--- src/rtl/usb_bit_stuffer_if.sv ---
// rtl/usb_bit_stuffer_if.sv - serial bit stream bundle between the packet serializer, the stuffer and the NRZI encoder
interface usb_bit_stuffer_if;
   logic s_in;
   logic bs_valid;
   logic bs_stall;
   logic bs_out;
   logic bs_out_valid;
   logic bs_done;

   // Stuffer side: consumes the packet bits, produces the line bits.
   modport slave (
      input  s_in,
      input  bs_valid,
      output bs_stall,
      output bs_out,
      output bs_out_valid,
      output bs_done
   );

   // Producer/observer side: drives packet bits, watches stall and the line output.
   modport master (
      output s_in,
      output bs_valid,
      input  bs_stall,
      input  bs_out,
      input  bs_out_valid,
      input  bs_done
   );
endinterface

--- src/rtl/usb_bit_stuffer.sv ---
// rtl/usb_bit_stuffer.sv - USB transmit bit stuffer: inserts a 0 after every STUFF_LEN consecutive 1s
module usb_bit_stuffer #(
   parameter int STUFF_LEN = 6,
   parameter int CNT_W     = $clog2(STUFF_LEN + 1)
) (
   input  logic clk,
   input  logic rst_n,
   usb_bit_stuffer_if.slave bs
);

   typedef enum logic [1:0] {
      IDLE  = 2'd0,
      SEND  = 2'd1,
      STUFF = 2'd2
   } state_t;

   // A 1 arriving while the counter already holds this value completes a run.
   localparam logic [CNT_W-1:0] LAST_ONE = CNT_W'(STUFF_LEN - 1);

   state_t           state;
   logic [CNT_W-1:0] ones_cnt;

   // State and run counter; the stuff cycle itself never consumes an upstream bit.
   always_ff @(posedge clk or negedge rst_n) begin
      if (!rst_n) begin
         state    <= IDLE;
         ones_cnt <= '0;
      end else begin
         case (state)
            IDLE, SEND: begin
               if (bs.bs_valid) begin
                  if (bs.s_in && (ones_cnt == LAST_ONE)) begin
                     state    <= STUFF;
                     ones_cnt <= '0;
                  end else if (bs.s_in) begin
                     state    <= SEND;
                     ones_cnt <= ones_cnt + CNT_W'(1);
                  end else begin
                     state    <= SEND;
                     ones_cnt <= '0;
                  end
               end else begin
                  // End of packet (from SEND) or still idle: either way, back to IDLE.
                  state    <= IDLE;
                  ones_cnt <= '0;
               end
            end
            STUFF: begin
               state    <= SEND;
               ones_cnt <= '0;
            end
            default: begin
               state    <= IDLE;
               ones_cnt <= '0;
            end
         endcase
      end
   end

   // Line outputs: zero-latency pass-through, overridden by the stuff bit during STUFF.
   always_comb begin
      bs.bs_out       = bs.s_in;
      bs.bs_out_valid = bs.bs_valid;
      bs.bs_stall     = 1'b0;
      bs.bs_done      = 1'b0;
      case (state)
         STUFF: begin
            bs.bs_out       = 1'b0;
            bs.bs_out_valid = 1'b1;
            bs.bs_stall     = 1'b1;
         end
         SEND: begin
            bs.bs_done = !bs.bs_valid;
         end
         default: begin
            bs.bs_done = 1'b0;
         end
      endcase
   end

endmodule
--- src/flat_wrapper.sv ---
// flat-port wrapper written by rule: the top's interface ports become plain ports
module usb_bit_stuffer_flat 
#(
   parameter int STUFF_LEN = 6,
   parameter int CNT_W     = $clog2(STUFF_LEN + 1)
)
  (clk, rst_n, bs_s_in, bs_bs_valid, bs_bs_stall, bs_bs_out, bs_bs_out_valid, bs_bs_done);
  usb_bit_stuffer_if bs_i ();
  input  logic clk;
  input  logic rst_n;
  input wire logic [$bits(bs_i.s_in)-1:0] bs_s_in;
  input wire logic [$bits(bs_i.bs_valid)-1:0] bs_bs_valid;
  output wire logic [$bits(bs_i.bs_stall)-1:0] bs_bs_stall;
  output wire logic [$bits(bs_i.bs_out)-1:0] bs_bs_out;
  output wire logic [$bits(bs_i.bs_out_valid)-1:0] bs_bs_out_valid;
  output wire logic [$bits(bs_i.bs_done)-1:0] bs_bs_done;
  assign bs_i.s_in = bs_s_in;
  assign bs_i.bs_valid = bs_bs_valid;
  assign bs_bs_stall = bs_i.bs_stall;
  assign bs_bs_out = bs_i.bs_out;
  assign bs_bs_out_valid = bs_i.bs_out_valid;
  assign bs_bs_done = bs_i.bs_done;
  usb_bit_stuffer #(.STUFF_LEN(STUFF_LEN), .CNT_W(CNT_W)) u_core (.clk(clk), .rst_n(rst_n), .bs(bs_i));
endmodule
--- config.mk ---
export PLATFORM = sky130hd
export DESIGN_NAME = usb_bit_stuffer_flat
export DESIGN_NICKNAME = d
export VERILOG_FILES = /design/src/rtl/usb_bit_stuffer_if.sv /design/src/rtl/usb_bit_stuffer.sv /design/src/flat_wrapper.sv
export SDC_FILE = /design/constraint.sdc
export NUM_CORES = 1
export LEC_CHECK = 0
export CAP_MARGIN = 30
export CORE_AREA = 2 2 39 41
export CTS_CLUSTER_DIAMETER = 80
export DETAILED_ROUTE_END_ITERATION = 16
export DIE_AREA = 0 0 41 43
export PLACE_DENSITY_LB_ADDON = 0.2
export SYNTH_ARGS = -nofsm -noshare
export SYNTH_HDL_FRONTEND = slang
export SYNTH_SLANG_ARGS = --single-unit
--- constraint.sdc ---
create_clock -name clk -period 1.05 [get_ports clk]
set_input_delay 0.21 -clock clk [delete_from_list [all_inputs] [get_ports clk]]
set_output_delay 0.21 -clock clk [all_outputs]
set_load 0.05 [all_outputs]
Word level (Yosys, flattened, before mapping)
Index checks and enable logic that the tools add are counted.
{ "word_totals": {"elab_cells": 21, "inputBits": 4, "regBits": 5, "out_inout_bits": 4} }
{ "op_classes": {"n_reduce_logical": 4, "eq_ne": 3, "mux": 11, "n_addsub": 1} }
{ "ops": {"columns": ["cell", "count"], "rows": [
  ["$mux 3", 4],
  ["$mux 1", 4],
  ["$mux 2", 2],
  ["$pmux 2 s2", 1],
  ["$add 3x1->3 const B", 1],
  ["$eq 3x3->1 const B", 1],
  ["$eq 2x1->1 const B", 1],
  ["$eq 2x2->1 const B", 1],
  ["$logic_not 2->1", 1],
  ["$reduce_or 2->1", 1],
  ["$logic_and 1x1->1", 1],
  ["$logic_not 1->1", 1]
]} }

Depth between registers and ports, before layout
Gate-level depths: netlist (run 1).
{ "logic_depth": {"ltp_word": 5, "ltp_mapped": 4, "ltp_nobuf": 4} }

Worst setup path after synthesis (run 1)
OpenSTA, ideal clock, no wires.
{ "synth_timing": {"kind": "flip-flop to output port", "start": "reg u_core.state[1]", "end": "out bs_bs_done", "n_path_buf": 0, "slack_ns": -0.706, "t_required_ns": 0.840, "arrival_ns": 1.546, "path_stages_with_launch": 2, "cell_sequence": "dfrtp_1 > nor3b_1"} }
{ "synth_between": {"elab_chain_len": 2} }
{ "synth_lines": {"columns": ["element", "line", "text"], "rows": [
  ["from (decl)", "usb_bit_stuffer.sv:20", "state_t state;"],
  ["from (signal assigned)", "usb_bit_stuffer.sv:26", "state <= IDLE;"],
  ["from (signal assigned)", "usb_bit_stuffer.sv:33", "state <= STUFF;"],
  ["from (signal assigned)", "usb_bit_stuffer.sv:36", "state <= SEND;"],
  ["$eq 2x1->1", "usb_bit_stuffer.sv:66", "case (state)"],
  ["$mux 1", "usb_bit_stuffer.sv:66", null],
  ["to (decl)", "flat_wrapper.sv:16", "output wire logic [$bits(bs_i.bs_done)-1:0] bs_bs_done;"]
]} }
Every way passes these cells.

Worst setup path in the final report (run 1)
Ends and elaborated chain as after synthesis.

==> flow_metrics.tcl, run 1 <==
set metrics [dict create \
    power_mw 0.5234 \
    setup_viol 8 \
    num_antenna_cells 0 \
    postLayoutCoreUtil_pct 36.71 \
    detailedPlace.worstSlack_ns -0.2735 \
    fp.dieH_microns 43 \
    synthCells 24 \
    start_util_pct 18.44 \
    cts_max_level 1 \
    clockPowerShare_pct 41.7 \
    overflow 0 \
    core_area_sq_um 1384 \
    hold_class "in2async" \
    drtAntennaViolNets 0 \
    final_area_sq_um 508.0 \
    p_sw_mw 0.1268 \
    drt_iter0_drc 0 \
    cts_num_sinks 5 \
    dpl_cell_area_sq_um 420.4 \
    wl_per_cell_microns 10.36 \
    critPathRequiredTime_ns 0.84 \
    synth_cell_types 13 \
    combPwrFrac_pct 19.4 \
    syn_area_sq_um 255.2 \
    reg2reg_slack_ns -0.14 \
    place_congestion 0.5869 \
    setup_tns_ns -1.130 \
    reg2reg_depth 3 \
    dp_cells 49 \
    hpwl_microns 436.8 \
    syn2layout_area_growth_pct 99.02 \
    r2r-end "u_core.ones_cnt[2]$_DFF_PN0_" \
    crit_arrival_ns 1.07 \
    grt_antenna_before_repair 0 \
    intPower_mw 0.3966 \
    path_buf_inv 1 \
    dr.pass1.iters 1 \
    synth.avg_cell_area_sq_um 10.64 \
    cts_tree "yes" \
    maxCapViolCount 0 \
    cts_buffers 3 \
    period_needed_ns 1.285 \
    rows 14 \
    critPathTopFamily "flip-flops" \
    hold_viol_final 0 \
    design.die.area_sq_um 1763 \
    die_x_microns 41 \
    critPathMaxFanout 3 \
    maxSlewHeadroom_pct 83.25 \
    setup_slack_ns -0.2348 \
    vias 237 \
    worst_pin_slew_ns 0.2505 \
    worstReg2RegStart "u_core.ones_cnt[0]$_DFF_PN0_" \
    whs_ns 0.1915 \
    grt_usage_pct 8.687 \
    finClkSkew_ns 0.0008316 \
    cts_root_buffer "clkbuf_4" \
    grt_pass1_wl_microns 945 \
    status "complete, but fails checks" \
    ys_seq_area_share_pct 49.02 \
    peakVddDrop_uv 437.3 \
    first_global_vias 246 \
    power_frac_seq_pct 39.0 \
    cts_hold_buf 0 \
    power_density_nw_per_um2 1030 \
    clk_latency_ns 0.24 \
    slew_violations 0 \
    grt_max_degree 6 \
    start_kind "register" \
    drc_errors 0 \
    nNetsFinal 46 \
    io_buffers 7 \
    max_stage_delay_ns 0.44 \
    crit_path_end_kind "output port" \
    fin_crit_sh_pct 122.4 \
    via_per_inst 4.309 \
    critPathKind "reg2out" \
    io_pins 8 \
    clock_path_buffers 2 \
    drt-total-wl_microns 570 \
    slowest_stage "dfrtp_2" \
    synthesis.nets 30 \
    crit_chain "nor3b_4 -> buf_12" \
    power.leakage_nw 0.2278 \
    layout-drive-gt1-share_pct 61.54 \
    failed_checks "negative setup slack" \
    synth-seq-cells 5 \
    clkSlewWorstSetupHoldPaths_ns 0.04 \
    timing.fmax_mhz 778.3 \
    grt_setup_unrepaired "true" \
    instances_no_fill 55 \
    yosys_warnings 0 \
    netSwitchingFraction_pct 24.23 \
]
[how the worst max path moves through the flow]
stage / start / to / slack, ns / depth (start not counted)
after global routing: u_core.state[0]$_DFF_PN0_ / bs_bs_out_valid / -0.28 / 4
after global placement: bs_bs_valid / bs_bs_done / -0.26 / 3
after detailed placement: bs_bs_valid / bs_bs_done / -0.27 / 3
after CTS: u_core.state[0]$_DFF_PN0_ / bs_bs_out_valid / -0.25 / 4
final: u_core.state[1]$_DFF_PN0_ / bs_bs_done / -0.23 / 2
after floorplan: u_core.state[1]$_DFF_PN0_ / bs_bs_done / -0.07 / 1
[area by class of cell]
class                   instances  area (sq um)
fillers                       134         875.8
multi-input cells              17         177.7
repair buffers                 11         150.1
flip-flops and latches          5         126.4
clock buffers                   4         26.28
well taps                      16         20.02
inverters                       2         7.507
[synth_stat cells]
| cell type | instances | share of area (%) |
|---|---|---|
| nand2b_1 | 4 | 9.8 |
| nor2_1 | 1 | 1.5 |
| nand3b_1 | 1 | 2.9 |
| inv_1 | 2 | 2.9 |
| and3_1 | 1 | 2.5 |
| nor3b_1 | 3 | 8.8 |
| nand2_1 | 1 | 1.5 |
| and2_1 | 1 | 2.5 |
| ha_1 | 2 | 9.8 |
| a21oi_2 | 1 | 3.4 |
| or3b_1 | 1 | 3.4 |
| dfrtp_1 | 5 | 49 |
| o21ai_0 | 1 | 2.0 |
[power by group through the flow]
stage | registers (mW) | logic, mW | clock network, mW
finish | 0.204 | 0.101 | 0.218
global route | 0.204 | 0.108 | 0.240
CTS | 0.204 | 0.0996 | 0.228
detailed placement | 0.206 | 0.0933 | 0
global placement | 0.206 | 0.0925 | 0
floorplan | 0.205 | 0.0416 | 0
[sequential cells by signal, indices dropped and copies added, names as in the netlist]
| register | count |
|---|---|
| u_core.ones_cnt | 3 |
| u_core.state | 2 |
[layer usage]
metal | vias to the layer above | track usage (%) | wire length [microns]
li1 | 112 | - | -
met1 | 118 | 8.525 | 211
met2 | 7 | 12.81 | 305
met3 | 0 | 3.665 | 52
met4 | 0 | 8.000 | 0
met5 | - | 0 | 0
[timing repair]
item | 4_1_cts | 5_1_grt
pin swaps | 2 | 4
setup buffers | 1 | 1
gates cloned | 0 | 0
gates resized for setup | 9 | 5
endpoints found under the setup margin | 8 | 9
[cells by family after synthesis]
kind of cell / synth area share, %
DFF: 49.02
adders and majority gates: 9.802
buffers and inverters: 2.942
and+or+nand+nor: 32.84
AOI/OAI and AO/OA: 5.391
[layout by cell type, fill, tap and decap left out, drive strengths merged]
| cell type | Yosys | layout |
|---|---|---|
| buf | 0 | 8 |
| dfrtp | 5 | 5 |
| clkbuf | 0 | 4 |
| nand2b | 4 | 4 |
| nor3b | 3 | 3 |
| inv | 2 | 2 |
| ha | 2 | 2 |
| clkdlybuf4s50 | 0 | 2 |
| nand3b | 1 | 1 |
| nand2 | 1 | 1 |
| nor2 | 1 | 1 |
| and3 | 1 | 1 |
| o21ai | 1 | 1 |
| and2 | 1 | 1 |
| or3b | 1 | 1 |
| a21oi | 1 | 1 |
| dlygate4sd2 | 0 | 1 |
Power figures use the tool's default switching activity.
==> run 2, diff against run 1 <==
--- a/config.mk
+++ b/config.mk
@@ -7,3 +7,3 @@
 export LEC_CHECK = 0
-export CAP_MARGIN = 30
+export CAP_MARGIN = 20
 export CORE_AREA = 2 2 39 41
==> constraint.sdc (replaced) <==
create_clock -name clk -period 1.05 [get_ports clk]
set_input_delay 0.1575 -clock clk [delete_from_list [all_inputs] [get_ports clk]]
set_output_delay 0.1575 -clock clk [all_outputs]
set_load 0.05 [all_outputs]
==> run 2 against run 1 <==
Net effect: largest power group unchanged; critical path type unchanged; first-iteration DRC count is 4 higher; die area stayed put; sequential power barely moved; clock skew rose by 0.0021 ns; the flow still finishes with violations (negative setup slack); sequential share of layout area increased by 1.2 points; clock-buffer cell count is the same; maximum frequency grew 4.9%; worst hold slack got worse by 0.050 ns; wire length fell by 0.18%.
==> flow_metrics.tcl, run 2 (synthesized netlist as in run 1, its figures left out) <==
set metrics [dict create \
    clkSlewWorstSetupHoldPaths_ns 0.04 \
    crit_arrival_ns 1.07 \
    cts_root_buffer "clkbuf_4" \
    setup_viol 9 \
    reg.largest.list "u_core.ones_cnt x3, u_core.state x2" \
    failed_checks "negative setup slack" \
    slew_violations 0 \
    largest_reg_flops 3 \
    instances_no_fill 55 \
    crit_path_end_kind "output port" \
    critPathKind "reg2out" \
    maxCapViolCount 0 \
    dr.pass1.iters 2 \
    peakVddDrop_uv 534.2 \
    core_area_sq_um 1384 \
    place_congestion 0.5914 \
    wl_per_cell_microns 10.35 \
    fp.dieH_microns 43 \
    worstReg2RegStart "u_core.ones_cnt[0]$_DFF_PN0_" \
    critPathMaxFanout 4 \
    grt_setup_unrepaired "true" \
    detailedPlace.worstSlack_ns -0.2127 \
    final_cell_mix "buf_12 (4), dfrtp_1 (4), nand2b_1 (3), clkbuf_4 (3), buf_4 (3)" \
    status "complete, but fails checks" \
    via_per_inst 4.182 \
    die_x_microns 41 \
    overflow 0 \
    vias 230 \
    grt_antenna_before_repair 0 \
    power.leakage_nw 0.2216 \
    top_register "u_core.ones_cnt" \
    power_mw 0.5290 \
    clk_latency_ns 0.24 \
    r2r-end "u_core.ones_cnt[2]$_DFF_PN0_" \
    drt_iter0_drc 4 \
    cts_num_sinks 5 \
    rows 14 \
    syn2layout_area_growth_pct 89.71 \
    setup_slack_ns -0.1754 \
    grt_max_degree 6 \
    cts_buffers 3 \
    start_util_pct 18.44 \
    io_buffers 7 \
    dp_cells 48 \
    power_density_nw_per_um2 1092 \
    nNetsFinal 46 \
    num_antenna_cells 0 \
    final_area_sq_um 484.2 \
    drtAntennaViolNets 0 \
    io_pins 8 \
    reg2reg_slack_ns -0.16 \
    cts_max_level 1 \
    drt-total-wl_microns 569 \
    cts_tree "yes" \
    critPathRequiredTime_ns 0.89 \
    finClkSkew_ns 0.002934 \
    maxSlewHeadroom_pct 82.31 \
    clock_path_buffers 2 \
    fin_crit_sh_pct 116.7 \
    grt_pass1_wl_microns 1048 \
    design.die.area_sq_um 1763 \
    reg2reg_depth 3 \
    hold_class "in2async" \
    first_global_vias 255 \
    dpl_cell_area_sq_um 410.4 \
    layout-drive-gt1-share_pct 53.85 \
    drc_errors 0 \
    grt_usage_pct 9.422 \
    cts_hold_buf 0 \
    worst_pin_slew_ns 0.2645 \
    start_kind "register" \
    hold_viol_final 0 \
    period_needed_ns 1.225 \
    timing.fmax_mhz 816.1 \
    postLayoutCoreUtil_pct 34.99 \
    hpwl_microns 421.2 \
]
-- run 2: cell types whose count changed in the layout (fill, tap and decap cells not counted) --
cell      previous run  this run
nand2b_1             2         3
buf_4                1         3
nand2b_4             2         1
and3_1               0         1
o21ai_2              1         0
o21ai_0              0         1
buf_6                3         1
and3_4               1         0
-- run 2: timing repair --
item                       in CTS  in global routing
buffers inserted                2                  1
gates resized for setup         7                  1
gates cloned                    0                  0
pin swaps                       1                  4
setup endpoints to repair       8                  9
-- run 2: worst max-delay path by stage --
stage / from / to / slack (ns)
2_1_floorplan: u_core.ones_cnt[0]$_DFF_PN0_ / u_core.ones_cnt[2]$_DFF_PN0_ / -0.06
3_3_place_gp: bs_bs_valid / u_core.ones_cnt[0]$_DFF_PN0_ / -0.19
3_5_place_dp: bs_bs_valid / u_core.ones_cnt[0]$_DFF_PN0_ / -0.21
4_1_cts: u_core.state[0]$_DFF_PN0_ / bs_bs_out / -0.19
5_1_grt: u_core.state[0]$_DFF_PN0_ / bs_bs_out / -0.22
6_report: u_core.state[0]$_DFF_PN0_ / bs_bs_out / -0.18
-- run 2: power by group --
part	switching, mW	internal (mW)	total, mW
combinational	0.0471	0.0529	0.0999
sequential	0.00454	0.199	0.204
clock	0.0816	0.144	0.225
-- run 2: layout make-up --
class	count	area [sq um]
clock buffers	4	26.28
fillers	142	899.6
inverters	2	7.507
multi-input cells	17	161.4
flip-flops and latches	5	126.4
well taps	16	20.02
repair buffers	11	142.6
-- run 2: metal layers --
layer | wire, microns | up-vias | track usage, %
met2 | 313 | 11 | 15.31
met3 | 65 | 0 | 5.236
met1 | 190 | 110 | 8.278
met4 | 0 | 0 | 6.000
met5 | 0 | - | 0
li1 | - | 109 | -
-- run 2: through the flow --
step	hold slack [ns]	setup TNS, ns
floorplan	-0.1381	-0.07440
global placement	0.3952	-0.9808
detailed placement	0.4014	-1.094
CTS	0.1368	-1.061
global route	0.1501	-1.485
finish	0.1419	-0.9482
-- run 2: worst max-delay path, stage by stage (launching register included) --
cell	delay, ns
dfrtp_1	0.37
nand2b_4	0.15
and2_4	0.16
buf_12	0.14
